==> config.mk <==
export PLATFORM = sky130hd
export DESIGN_NAME = bmc_soft_pipe
export DESIGN_NICKNAME = d
export VERILOG_FILES = /design/src/rtl/bmc_pkg.sv /design/src/rtl/bmc_argmin.sv /design/src/rtl/bmc_soft_pipe.sv
export SDC_FILE = /design/constraint.sdc
export NUM_CORES = 1
export LEC_CHECK = 0
export CAP_MARGIN = 20
export CORE_ASPECT_RATIO = 0.75
export CORE_MARGIN = 8
export CORE_UTILIZATION = 45
export DETAILED_ROUTE_END_ITERATION = 7
export PLACE_DENSITY = 0.75
export SYNTH_ARGS = -nofsm -noshare
export SYNTH_HDL_FRONTEND = slang
export SYNTH_SLANG_ARGS = --single-unit
==> constraint.sdc <==
create_clock -name clk -period 4.9 [get_ports clk]
set_input_delay 1.47 -clock clk [delete_from_list [all_inputs] [get_ports clk]]
set_output_delay 1.47 -clock clk [all_outputs]
set_load 0.05 [all_outputs]
==> src/rtl/bmc_pkg.sv <==
// Shared constants and types for the soft-decision branch-metric pipeline.
package bmc_pkg;

  localparam int SYM_CNT_W  = 16;
  localparam int DIST_W_MAX = 8;

  // Per-sample distance; wide enough for any soft-sample width up to DIST_W_MAX.
  typedef logic [DIST_W_MAX-1:0] dist_t;

  function automatic int bmc_metric_w(input int n_out, input int sw);
    return $clog2(n_out * ((2 ** sw) - 1) + 1);
  endfunction

endpackage

==> src/rtl/bmc_argmin.sv <==
// Combinational minimum search over packed metrics; the lowest index wins ties.
module bmc_argmin #(
  parameter int NCW = 4,
  parameter int MW  = 4,
  parameter int IW  = 2
) (
  input  logic [NCW*MW-1:0] metrics,
  output logic [IW-1:0]     idx
);

  logic [MW-1:0] best;

  always_comb begin
    best = metrics[0 +: MW];
    idx  = '0;
    // Strict less-than keeps the earlier index on equal metrics.
    for (int c = 1; c < NCW; c++) begin
      if (metrics[c*MW +: MW] < best) begin
        best = metrics[c*MW +: MW];
        idx  = IW'(c);
      end
    end
  end

endmodule

==> src/rtl/bmc_soft_pipe.sv <==
// Two-stage soft-decision branch-metric unit for a rate 1/N_OUT code.
// Define BMC_ERASURE_EN to add the per-sample in_erase mask.
module bmc_soft_pipe
  import bmc_pkg::*;
#(
  parameter  int N_OUT = 2,
  parameter  int SW    = 3,
  localparam int MW    = bmc_metric_w(N_OUT, SW),
  localparam int NCW   = 2 ** N_OUT
) (
  input  logic                 clk,
  input  logic                 rst,
  input  logic                 in_valid,
  output logic                 in_ready,
  input  logic [N_OUT*SW-1:0]  rx_samples,
`ifdef BMC_ERASURE_EN
  input  logic [N_OUT-1:0]     in_erase,
`endif
  output logic                 out_valid,
  input  logic                 out_ready,
  output logic [NCW*MW-1:0]    bm,
  output logic [N_OUT-1:0]     min_idx,
  output logic [SYM_CNT_W-1:0] sym_cnt
);

  localparam logic [SW-1:0] SMAX = '1;

  // Handshake: a word moves on any edge where valid and ready are both high;
  // the whole pipe advances together, so in_ready is just "S2 can be refilled".
  logic advance;
  logic accept;

  logic                 s1_valid_d, s1_valid_q;
  dist_t                dist_d [NCW][N_OUT];
  dist_t                dist_q [NCW][N_OUT];
  logic                 out_valid_d, out_valid_q;
  logic [NCW*MW-1:0]    bm_d, bm_q;
  logic [N_OUT-1:0]     min_idx_d, min_idx_q;
  logic [SYM_CNT_W-1:0] sym_cnt_d, sym_cnt_q;

  logic [NCW*MW-1:0]    sums;
  logic [N_OUT-1:0]     min_idx_c;

  assign advance = !out_valid_q || out_ready;
  assign accept  = in_valid && advance;

  // Stage 1: distance of every sample against the expected bit of every codeword.
  always_comb begin
    s1_valid_d = s1_valid_q;
    dist_d     = dist_q;
    if (advance) begin
      s1_valid_d = in_valid;
      if (in_valid) begin
        for (int c = 0; c < NCW; c++) begin
          for (int i = 0; i < N_OUT; i++) begin
            if (((c >> i) & 1) != 0) dist_d[c][i] = dist_t'(SMAX - rx_samples[i*SW +: SW]);
            else                     dist_d[c][i] = dist_t'(rx_samples[i*SW +: SW]);
`ifdef BMC_ERASURE_EN
            if (in_erase[i]) dist_d[c][i] = '0;
`endif
          end
        end
      end
    end
  end

  always_comb begin
    sums = '0;
    for (int c = 0; c < NCW; c++) begin
      for (int i = 0; i < N_OUT; i++) begin
        sums[c*MW +: MW] = sums[c*MW +: MW] + MW'(dist_q[c][i]);
      end
    end
  end

  bmc_argmin #(.NCW(NCW), .MW(MW), .IW(N_OUT)) u_argmin (
    .metrics (sums),
    .idx     (min_idx_c)
  );

  // Stage 2: metrics only reload on a real symbol so they hold while idle.
  always_comb begin
    out_valid_d = out_valid_q;
    bm_d        = bm_q;
    min_idx_d   = min_idx_q;
    sym_cnt_d   = sym_cnt_q;
    if (advance) begin
      out_valid_d = s1_valid_q;
      if (s1_valid_q) begin
        bm_d      = sums;
        min_idx_d = min_idx_c;
      end
    end
    if (accept) sym_cnt_d = sym_cnt_q + SYM_CNT_W'(1);
  end

  always_ff @(posedge clk) begin
    if (rst) begin
      s1_valid_q  <= 1'b0;
      out_valid_q <= 1'b0;
      bm_q        <= '0;
      min_idx_q   <= '0;
      sym_cnt_q   <= '0;
    end else begin
      s1_valid_q  <= s1_valid_d;
      out_valid_q <= out_valid_d;
      bm_q        <= bm_d;
      min_idx_q   <= min_idx_d;
      sym_cnt_q   <= sym_cnt_d;
    end
  end

  always_ff @(posedge clk) begin
    dist_q <= dist_d;
  end

  assign in_ready  = advance;
  assign out_valid = out_valid_q;
  assign bm        = bm_q;
  assign min_idx   = min_idx_q;
  assign sym_cnt   = sym_cnt_q;

endmodule

Yosys cells after proc, flatten, opt, wreduce, memory -nomap -nowiden:

Index checks and enable logic that the tools add are counted.

* register bits after elaboration: 50
* logic and storage cells: 29

* add/sub/neg operators: 7
* order comparisons: 3
* mux-type cells: 5
* reductions and logical operators: 5

Operator list (count)
* adder 16 x 1 -> 16 bit, second input constant: 1
* < comparator 4 bit: 3
* 2-to-1 mux 4 bit: 2
* subtractor 3 x 3 -> 4 bit, first input constant: 2
* adder 3 x 3 -> 4 bit: 1
* adder 3 x 4 -> 4 bit: 1
* adder 4 x 3 -> 4 bit: 1
* adder 4 bit: 1
* 2-to-1 mux 2 bit: 2
* AND reduction 2 bit: 2
* logical AND 1 bit: 1
* logical NOT 1 bit: 1
* logical OR 1 bit: 1
* 2-to-1 mux 1 bit: 1

Logic depth before layout (Yosys ltp):

Gate-level depths: netlist of the first run.

* depth after elaboration: 7
* gate-level depth with buffers: 20
* mapped depth without buffers: 20

Cells and area by module:

A second synthesis of the first run with hierarchy kept.

* cell total of the unflattened synthesis: 272
* area total of the unflattened synthesis: 2571.2 um2

Modules (own cells, without submodules)
* bmc_soft_pipe: times used 1, cells an instance 221, area each 2178.3 um2, sequential area each 1081.0 um2
* bmc_argmin: times used 1, cells an instance 51, area each 392.9 um2, sequential area each 0.0 um2

Worst setup path before layout of the first run:

Ideal clock, no wire load.

* path kind: flip-flop to flip-flop
* start: register dist_q[57] in the netlist's numbering
* end: register min_idx_q[0] (netlist: min_idx[0])
* library setup time: 91 ps
* arrival time: 4103 ps
* required time: 4809 ps
* path slack: 706 ps
* stages on the path, launching flop included: 18
* buffers on the path: 0
* clock period less this slack: 4194 ps
* path through: edfxtp_1 -> ha_1 -> a21o_1 -> a21oi_1 -> inv_1 -> ha_1 -> a221oi_2 -> mux2i_1 -> ha_1 -> a2111oi_1 -> a31oi_2 -> mux2_2 -> ha_1 -> o21ai_0 -> nand2b_1 -> a21oi_1 -> nor2_1 -> a311oi_1

* longest elaborated chain between the ends: 7

Ends and longest elaborated chain
* from (decl): line bmc_soft_pipe.sv:35 `dist_t dist_q [NCW][N_OUT];`
* from (signal assigned): line bmc_soft_pipe.sv:114 `dist_q <= dist_d;`
* adder 3 x 3 -> 4 bit *: line bmc_soft_pipe.sv:71 `sums[c*MW +: MW] = sums[c*MW +: MW] + MW'(dist_q[c][i]);`
* net sums[3]: line bmc_soft_pipe.sv:41 `logic [NCW*MW-1:0] sums;`
* < comparator 4 bit: line bmc_argmin.sv:18 `if (metrics[c*MW +: MW] < best) begin`
* 2-to-1 mux 4 bit: line bmc_argmin.sv:18
* < comparator 4 bit: line bmc_argmin.sv:18
* 2-to-1 mux 4 bit: line bmc_argmin.sv:18
* < comparator 4 bit: line bmc_argmin.sv:18
* 2-to-1 mux 2 bit *: line bmc_argmin.sv:18
* to (signal assigned): line bmc_soft_pipe.sv:108 `min_idx_q <= min_idx_d;`
* to (decl): line bmc_soft_pipe.sv:38 `logic [N_OUT-1:0] min_idx_d, min_idx_q;`

Mark *: on every way through the listed nets, which the timed path passes. The rest lies on a longest branch.
A chain may end at the register's enable or synchronous reset.

Worst setup path after layout of the first run:

Same ends and word-level chain as after synthesis.

==> results_dict.tcl, run 1 <==
set metrics [dict create \
    cp_max_fo 4 \
    maxCapViolCount 0 \
    path_clk_slew_ns 0.09 \
    clockBufferDepth 2 \
    synth_nets 305 \
    cpMaxStageDelayCell "edfxtp_1" \
    syn_avg_cell_area_sq_um 9.41 \
    dp.final_hpwl_um 4510 \
    switching_share_pct 33.4 \
    synth_edf_count 12 \
    p_per_area_nw_per_um2 324 \
    whs_path_depth 2 \
    clock_latency_ns 0.30 \
    grt_pass1_vias 1890 \
    reg2reg_depth 19 \
    hold_buffers 0 \
    grt_max_degree 37 \
    synth_cell_types 39 \
    yosys_most_used_dff "dfxtp_1" \
    pre_cts_ws_ns 0.0410 \
    whs_ns 0.463 \
    dp.cells 381 \
    synth_area_sq_um 2510 \
    area_growth_pct 26.8 \
    fin_skew_ns 0.00808 \
    yosysWarningCount 0 \
    min_to "bm[4]$_SDFFE_PP0P_" \
    die_w_um 102 \
    path_cells "ha_1 > a21o_1 > a21oi_2 > inv_1 > ha_1 > a221oi_2 > buf_4 > mux2i_1 > ha_1 > o21a_1 > o22ai_1 > a31oi_2 > mux2_2 > ha_1 > o21ai_0 > nand2b_1 > a21oi_1 > nor2_1 > a311oi_1" \
    port_buffers 45 \
    ys_seq_elements 48 \
    hp-start "bm[4]$_SDFFE_PP0P_" \
    drtPass1Iterations 4 \
    placementRows 23 \
    postRouteAntennaNets 0 \
    hp-class "reg2reg" \
    antenna_found_initial 0 \
    post-route-util_pct 59.2 \
    status "complete, no violations" \
    avgRoutedWirePerCell_um 15.2 \
    grt_pass1_wl_um 9430 \
    setup_ws_ns 0.254 \
    cp_data_required_time_ns 5.11 \
    htree_levels 2 \
    period_share_pct 94.8 \
    drc_errors 0 \
    worstPathArrival_ns 4.86 \
    hold_viol 0 \
    syn_inst 267 \
    drive_gt1_share_pct 7.89 \
    fp.coreArea_sq_um 5380 \
    power_leakage_nw 1.28 \
    ios 46 \
    n_antenna_cell 0 \
    numCtsBuffers 5 \
    p_clk_share_pct 24.0 \
    start_kind "flop" \
    worst-slew-pin-transition_ns 0.785 \
    max_freq_mhz 215 \
    rr_endpoint "min_idx[0]$_SDFFE_PP0P_" \
    p_sw_w 0.000345 \
    totalPowerFinal_w 0.00103 \
    finalSetupViolCount 0 \
    ir_drop_mv 0.187 \
    drt-total-wl_um 5950 \
    routed_via_density 5.10 \
    layout.cells.non_filler 392 \
    slowest_delay_ns 0.51 \
    grt_usage_pct 14.6 \
    async_reset_ff_share_pct 0 \
    first_iter_violations 69 \
    seq_area_frac_synth_pct 43.0 \
    seq_power_share_pct 42.7 \
    cts_num_sinks 48 \
    internal_power_w 0.000688 \
    cts_tree "done" \
    gp_congestion 0.892 \
    cp-end-kind "flop" \
    start_util_pct 46.7 \
    startpoint "dist_q[57]$_DFFE_PP_" \
    path_common_cell "ha_1" \
    nets 354 \
    finalMaxSlewViolations 0 \
    grt-ovfl-total 0 \
    relSlewSlack_pct 47.6 \
    pwr-share-comb_pct 33.3 \
    fp.dieH_um 80.7 \
    critical_path_class "reg2reg" \
    fin_crit_ns 4.65 \
    die_area_sq_um 8260 \
    route.vias.total 2000 \
    reg2reg_from "dist_q[57]$_DFFE_PP_" \
    root_buffer "clkbuf_8" \
    reg2reg_slack_ns 0.25 \
]
[worst max-delay path, delay by kind of cell (launching register included)]
family,cells,cell delay [ns]
and+or+nand+nor,2,0.13
muxes,2,0.63
buffers and inverters,2,0.26
DFF,1,0.51
adders and majority gates,4,1.21
AOI/OAI and AO/OA,9,1.82
[registers in the layout, indices dropped and copies added (netlist names)]
signal,flops
bm,16
s1_valid_q,1
dist_q,12
min_idx,2
sym_cnt,16
out_valid,1
[routing by layer]
metal | up-vias | global-route usage (%) | part of all wire [%]
met4 | 0 | 4.53 | 1.5
met1 | 944 | 20.7 | 50
met2 | 41 | 21.2 | 44
li1 | 1006 | - | -
met3 | 9 | 3.71 | 5.0
met5 | - | 0 | 0
[per-stage QoR]
| step | instance area, sq um | setup TNS, ns |
|---|---|---|
| after global placement | 3040 | 0 |
| after floorplan | 2510 | 0 |
| after global routing | 3190 | -0.0169 |
| final | 3190 | 0 |
| after detailed placement | 3040 | 0 |
| after CTS | 3140 | 0 |
[layout make-up]
class	instances	area, sq um
Multi-Input combinational cell	187	1340
Fill cell	470	2190
Inverter	25	93.8
Clock inverter	1	7.51
Tap cell	75	93.8
Sequential cell	48	1080
Timing Repair Buffer	49	480
Clock buffer	7	87.6
[power by group through the flow]
| stage | Combinational, W | Sequential (W) | Clock [W] |
|---|---|---|---|
| 2_1_floorplan | 0.000180 | 0.000491 | 0 |
| 3_3_place_gp | 0.000297 | 0.000450 | 0 |
| 3_5_place_dp | 0.000307 | 0.000450 | 0 |
| 4_1_cts | 0.000311 | 0.000441 | 0.000250 |
| 5_1_grt | 0.000375 | 0.000444 | 0.000271 |
| 6_report | 0.000344 | 0.000441 | 0.000248 |
[how the worst max path moves through the flow]
| stage | cells past startpoint | slack (ns) | endpoint |
|---|---|---|---|
| after CTS | 18 | 0.12 | min_idx[0]$_SDFFE_PP0P_ |
| after global placement | 17 | 0.25 | min_idx[0]$_SDFFE_PP0P_ |
| final | 19 | 0.25 | min_idx[0]$_SDFFE_PP0P_ |
| after detailed placement | 17 | 0.04 | min_idx[0]$_SDFFE_PP0P_ |
| after floorplan | 17 | 0.71 | min_idx[0]$_SDFFE_PP0P_ |
| after global routing | 19 | -0.02 | min_idx[1]$_SDFFE_PP0P_ |
[cell usage after synthesis, drive strengths merged, types with 2 or more instances]
cell,instances,share of area [%]
a21oi,18,3.6
fa,4,3.2
mux2i,2,0.80
nand3,6,1.2
nor2,31,4.6
a221oi,2,0.95
nor3,6,1.2
a21o,9,2.7
o21ai,7,1.4
a211oi,3,0.90
dfxtp,36,29
edfxtp,12,14
a311oi,2,0.70
xnor2,8,2.8
inv,25,3.7
nand4,5,1.5
nand2,31,4.6
xor2,8,2.8
a2111oi,2,0.75
clkbuf,6,0.90
or3,4,1.2
ha,24,12
nand2b,3,0.75
o21a,2,0.60
[placed cells by master (no fill, tap or decap), drive strengths merged]
cell type / Yosys / final
clkdlybuf4s50: 0 / 45
fa: 4 / 4
a31oi: 1 / 1
clkbuf: 6 / 7
a21o: 9 / 9
nand2b: 3 / 3
edfxtp: 12 / 12
nor2b: 1 / 1
a221oi: 2 / 2
o22ai: 1 / 1
mux2: 1 / 1
a2111oi: 2 / 2
a311oi: 2 / 2
nand2: 31 / 31
clkinvlp: 0 / 1
and2: 1 / 1
xnor2: 8 / 8
nor2: 31 / 31
buf: 1 / 4
nor4: 1 / 1
ha: 24 / 24
a21oi: 18 / 18
nand4: 5 / 5
and4: 1 / 1
o21ai: 7 / 7
or3: 4 / 4
dfxtp: 36 / 36
nand3: 6 / 6
nor3: 6 / 6
a211oi: 3 / 3
xor2: 8 / 8
nor3b: 1 / 1
mux2i: 2 / 2
inv: 25 / 25
o21a: 2 / 2
or2: 1 / 1
nor4b: 1 / 1
[kinds of logic (layout without fill, tap and decap cells)]
kind of cell / count (synthesis) / after routing / share of synthesized area, %
buf+inv: 32 / 82 / 4.83
compound gates: 47 / 47 / 12.3
mux: 3 / 3 / 1.24
flops: 48 / 48 / 43.0
xor+xnor: 16 / 16 / 5.58
fa+ha+maj: 28 / 28 / 15.1
simple gates: 93 / 93 / 17.9
[repair_timing]
item | in CTS | in global routing
gates cloned | 0 | 0
resized for setup | 1 | 4
setup endpoints to repair | 1 | 2
buffers inserted | 0 | 3
pin swaps | 0 | 1
Note: power is estimated with default switching activity, not from simulation.
==> run 2: changes to the inputs <==
--- a/config.mk
+++ b/config.mk
@@ -7,7 +7,6 @@
 export LEC_CHECK = 0
 export CAP_MARGIN = 20
 export CORE_ASPECT_RATIO = 0.75
-export CORE_MARGIN = 8
 export CORE_UTILIZATION = 45
 export DETAILED_ROUTE_END_ITERATION = 7
 export PLACE_DENSITY = 0.75
==> results_dict.tcl, run 2 (synthesis results as in run 1) <==
set metrics [dict create \
    postRouteAntennaNets 0 \
    fin_crit_ns 4.58 \
    relSlewSlack_pct 50.7 \
    cp_data_required_time_ns 5.12 \
    cts_num_sinks 48 \
    cp-end-kind "flop" \
    fp.coreArea_sq_um 5350 \
    pre_cts_ws_ns 0.235 \
    htree_levels 2 \
    finalMaxSlewViolations 0 \
    placementRows 23 \
    whs_path_depth 2 \
    die_w_um 88.3 \
    area.sequential_sq_um 1080 \
    worst-slew-pin-transition_ns 0.739 \
    rr_endpoint "min_idx[1]$_SDFFE_PP0P_" \
    n_antenna_cell 0 \
    dp.final_hpwl_um 4170 \
    design_area_sq_um 3170 \
    root_buffer "clkbuf_8" \
    drive_gt1_share_pct 7.28 \
    first_iter_violations 86 \
    clock_latency_ns 0.31 \
    grt_usage_pct 19.3 \
    grt_pass1_wl_um 8340 \
    nets 353 \
    avgRoutedWirePerCell_um 13.9 \
    max_freq_mhz 219 \
    port_buffers 45 \
    routed_via_density 5.05 \
    tns_ns 0 \
    hold_viol 0 \
    hp-start "bm[15]$_SDFFE_PP0P_" \
    route.vias.total 1973 \
    start_kind "flop" \
    whs_ns 0.458 \
    antenna_found_initial 0 \
    grt_pass1_vias 1702 \
    reg2reg_slack_ns 0.32 \
    gp_congestion 0.852 \
    grt-ovfl-total 0 \
    worstPathArrival_ns 4.79 \
    critical_path_class "reg2reg" \
    maxCapViolCount 0 \
    clockBufferDepth 2 \
    startpoint "dist_q[56]$_DFFE_PP_" \
    drt-total-wl_um 5430 \
    area_growth_pct 25.9 \
    cts_tree "done" \
    layout_common_cells "clkdlybuf4s50_1, dfxtp_1, nand2_1, nor2_1, inv_1" \
    numCtsBuffers 5 \
    status "complete, no violations" \
    multiInputGateArea_sq_um 1330 \
    fin_skew_ns 0.00533 \
    reg2reg_from "dist_q[56]$_DFFE_PP_" \
    nFillCells 470 \
    fp.dieH_um 66.7 \
    power_leakage_nw 1.28 \
    final_common_cell "clkdlybuf4s50_1" \
    period_share_pct 93.4 \
    ios 46 \
    finalSetupViolCount 0 \
    drc_errors 0 \
    grt_max_degree 37 \
    start_util_pct 47.0 \
    path_clk_slew_ns 0.09 \
    min_to "bm[15]$_SDFFE_PP0P_" \
    p_per_area_nw_per_um2 321 \
    reg2reg_depth 18 \
    hold_buffers 0 \
    die_area_sq_um 5890 \
    setup_ws_ns 0.325 \
    drtPass1Iterations 4 \
    cp_max_fo 5 \
    hp-class "reg2reg" \
    ir_drop_mv 0.138 \
    placed_area_sq_um 3050 \
]
## run 2: per-stage QoR
stage                     util, %  instances  power [W]
after floorplan                 -        267   0.000672
final                        59.1        391    0.00102
after global placement       56.9        382   0.000749
after global routing         59.1        391    0.00107
after CTS                    58.7        390    0.00101
after detailed placement     56.9        382   0.000760
## run 2: report_power, final
group	internal [W]	leakage, nW	switching, W
logic	0.000133	0.814	0.000188
registers	0.000426	0.410	0.0000144
clock network	0.000116	0.0516	0.000139
total	0.000674	1.28	0.000341
## run 2: worst max path at each step
| stage | cells after the start | slack (ns) | endpoint |
|---|---|---|---|
| finish | 18 | 0.32 | min_idx[1]$_SDFFE_PP0P_ |
| global route | 18 | -0.02 | min_idx[1]$_SDFFE_PP0P_ |
| CTS | 17 | 0.19 | min_idx[1]$_SDFFE_PP0P_ |
| detailed placement | 17 | 0.23 | min_idx[1]$_SDFFE_PP0P_ |
| global placement | 17 | 0.42 | min_idx[1]$_SDFFE_PP0P_ |
| floorplan | 17 | 0.71 | min_idx[0]$_SDFFE_PP0P_ |
## run 2: timing repair
action                                  CTS  global route
endpoints found under the hold margin     0             0
endpoints found under the setup margin    0             2
gates resized for setup                   0             3
buffers inserted                          0             1
## run 2: critical path: stages, from the launching register on
cell	delay, ns
edfxtp_1	0.42
ha_1	0.25
fa_1	0.56
inv_1	0.06
ha_1	0.28
o21ai_0	0.10
a221oi_2	0.36
mux2i_1	0.31
ha_1	0.24
o21a_1	0.17
o22ai_1	0.11
a31oi_2	0.26
mux2_2	0.37
ha_1	0.27
o21ai_0	0.15
nand2b_1	0.07
a21oi_1	0.14
nor2_1	0.07
a311oi_1	0.28
## run 2: layer usage
layer | vias up | global-route usage (%) | share of wire (%)
met5 | - | 0 | 0
met4 | 0 | 7.86 | 1.3
met3 | 5 | 4.71 | 5.7
met2 | 58 | 27.6 | 42
met1 | 904 | 27.7 | 51
li1 | 1006 | - | -
## run 2: cell type report
| type | count | area share [%] |
|---|---|---|
| Timing Repair Buffer | 48 | 14.9 |
| Clock inverter | 2 | 0.435 |
| Clock buffer | 6 | 2.61 |
| Inverter | 25 | 2.96 |
| Multi-Input combinational cell | 187 | 41.9 |
| Tap cell | 75 | 2.96 |
| Sequential cell | 48 | 34.2 |
==> run 3: changes to the inputs <==
--- a/config.mk
+++ b/config.mk
@@ -8,6 +8,7 @@
 export CAP_MARGIN = 20
 export CORE_ASPECT_RATIO = 0.75
 export CORE_UTILIZATION = 45
+export CTS_CLUSTER_DIAMETER = 60
 export DETAILED_ROUTE_END_ITERATION = 7
 export PLACE_DENSITY = 0.75
 export SYNTH_ARGS = -nofsm -noshare
==> results of run 3 <==
The final DEF is identical to that of run 2; final timing and power are the same.
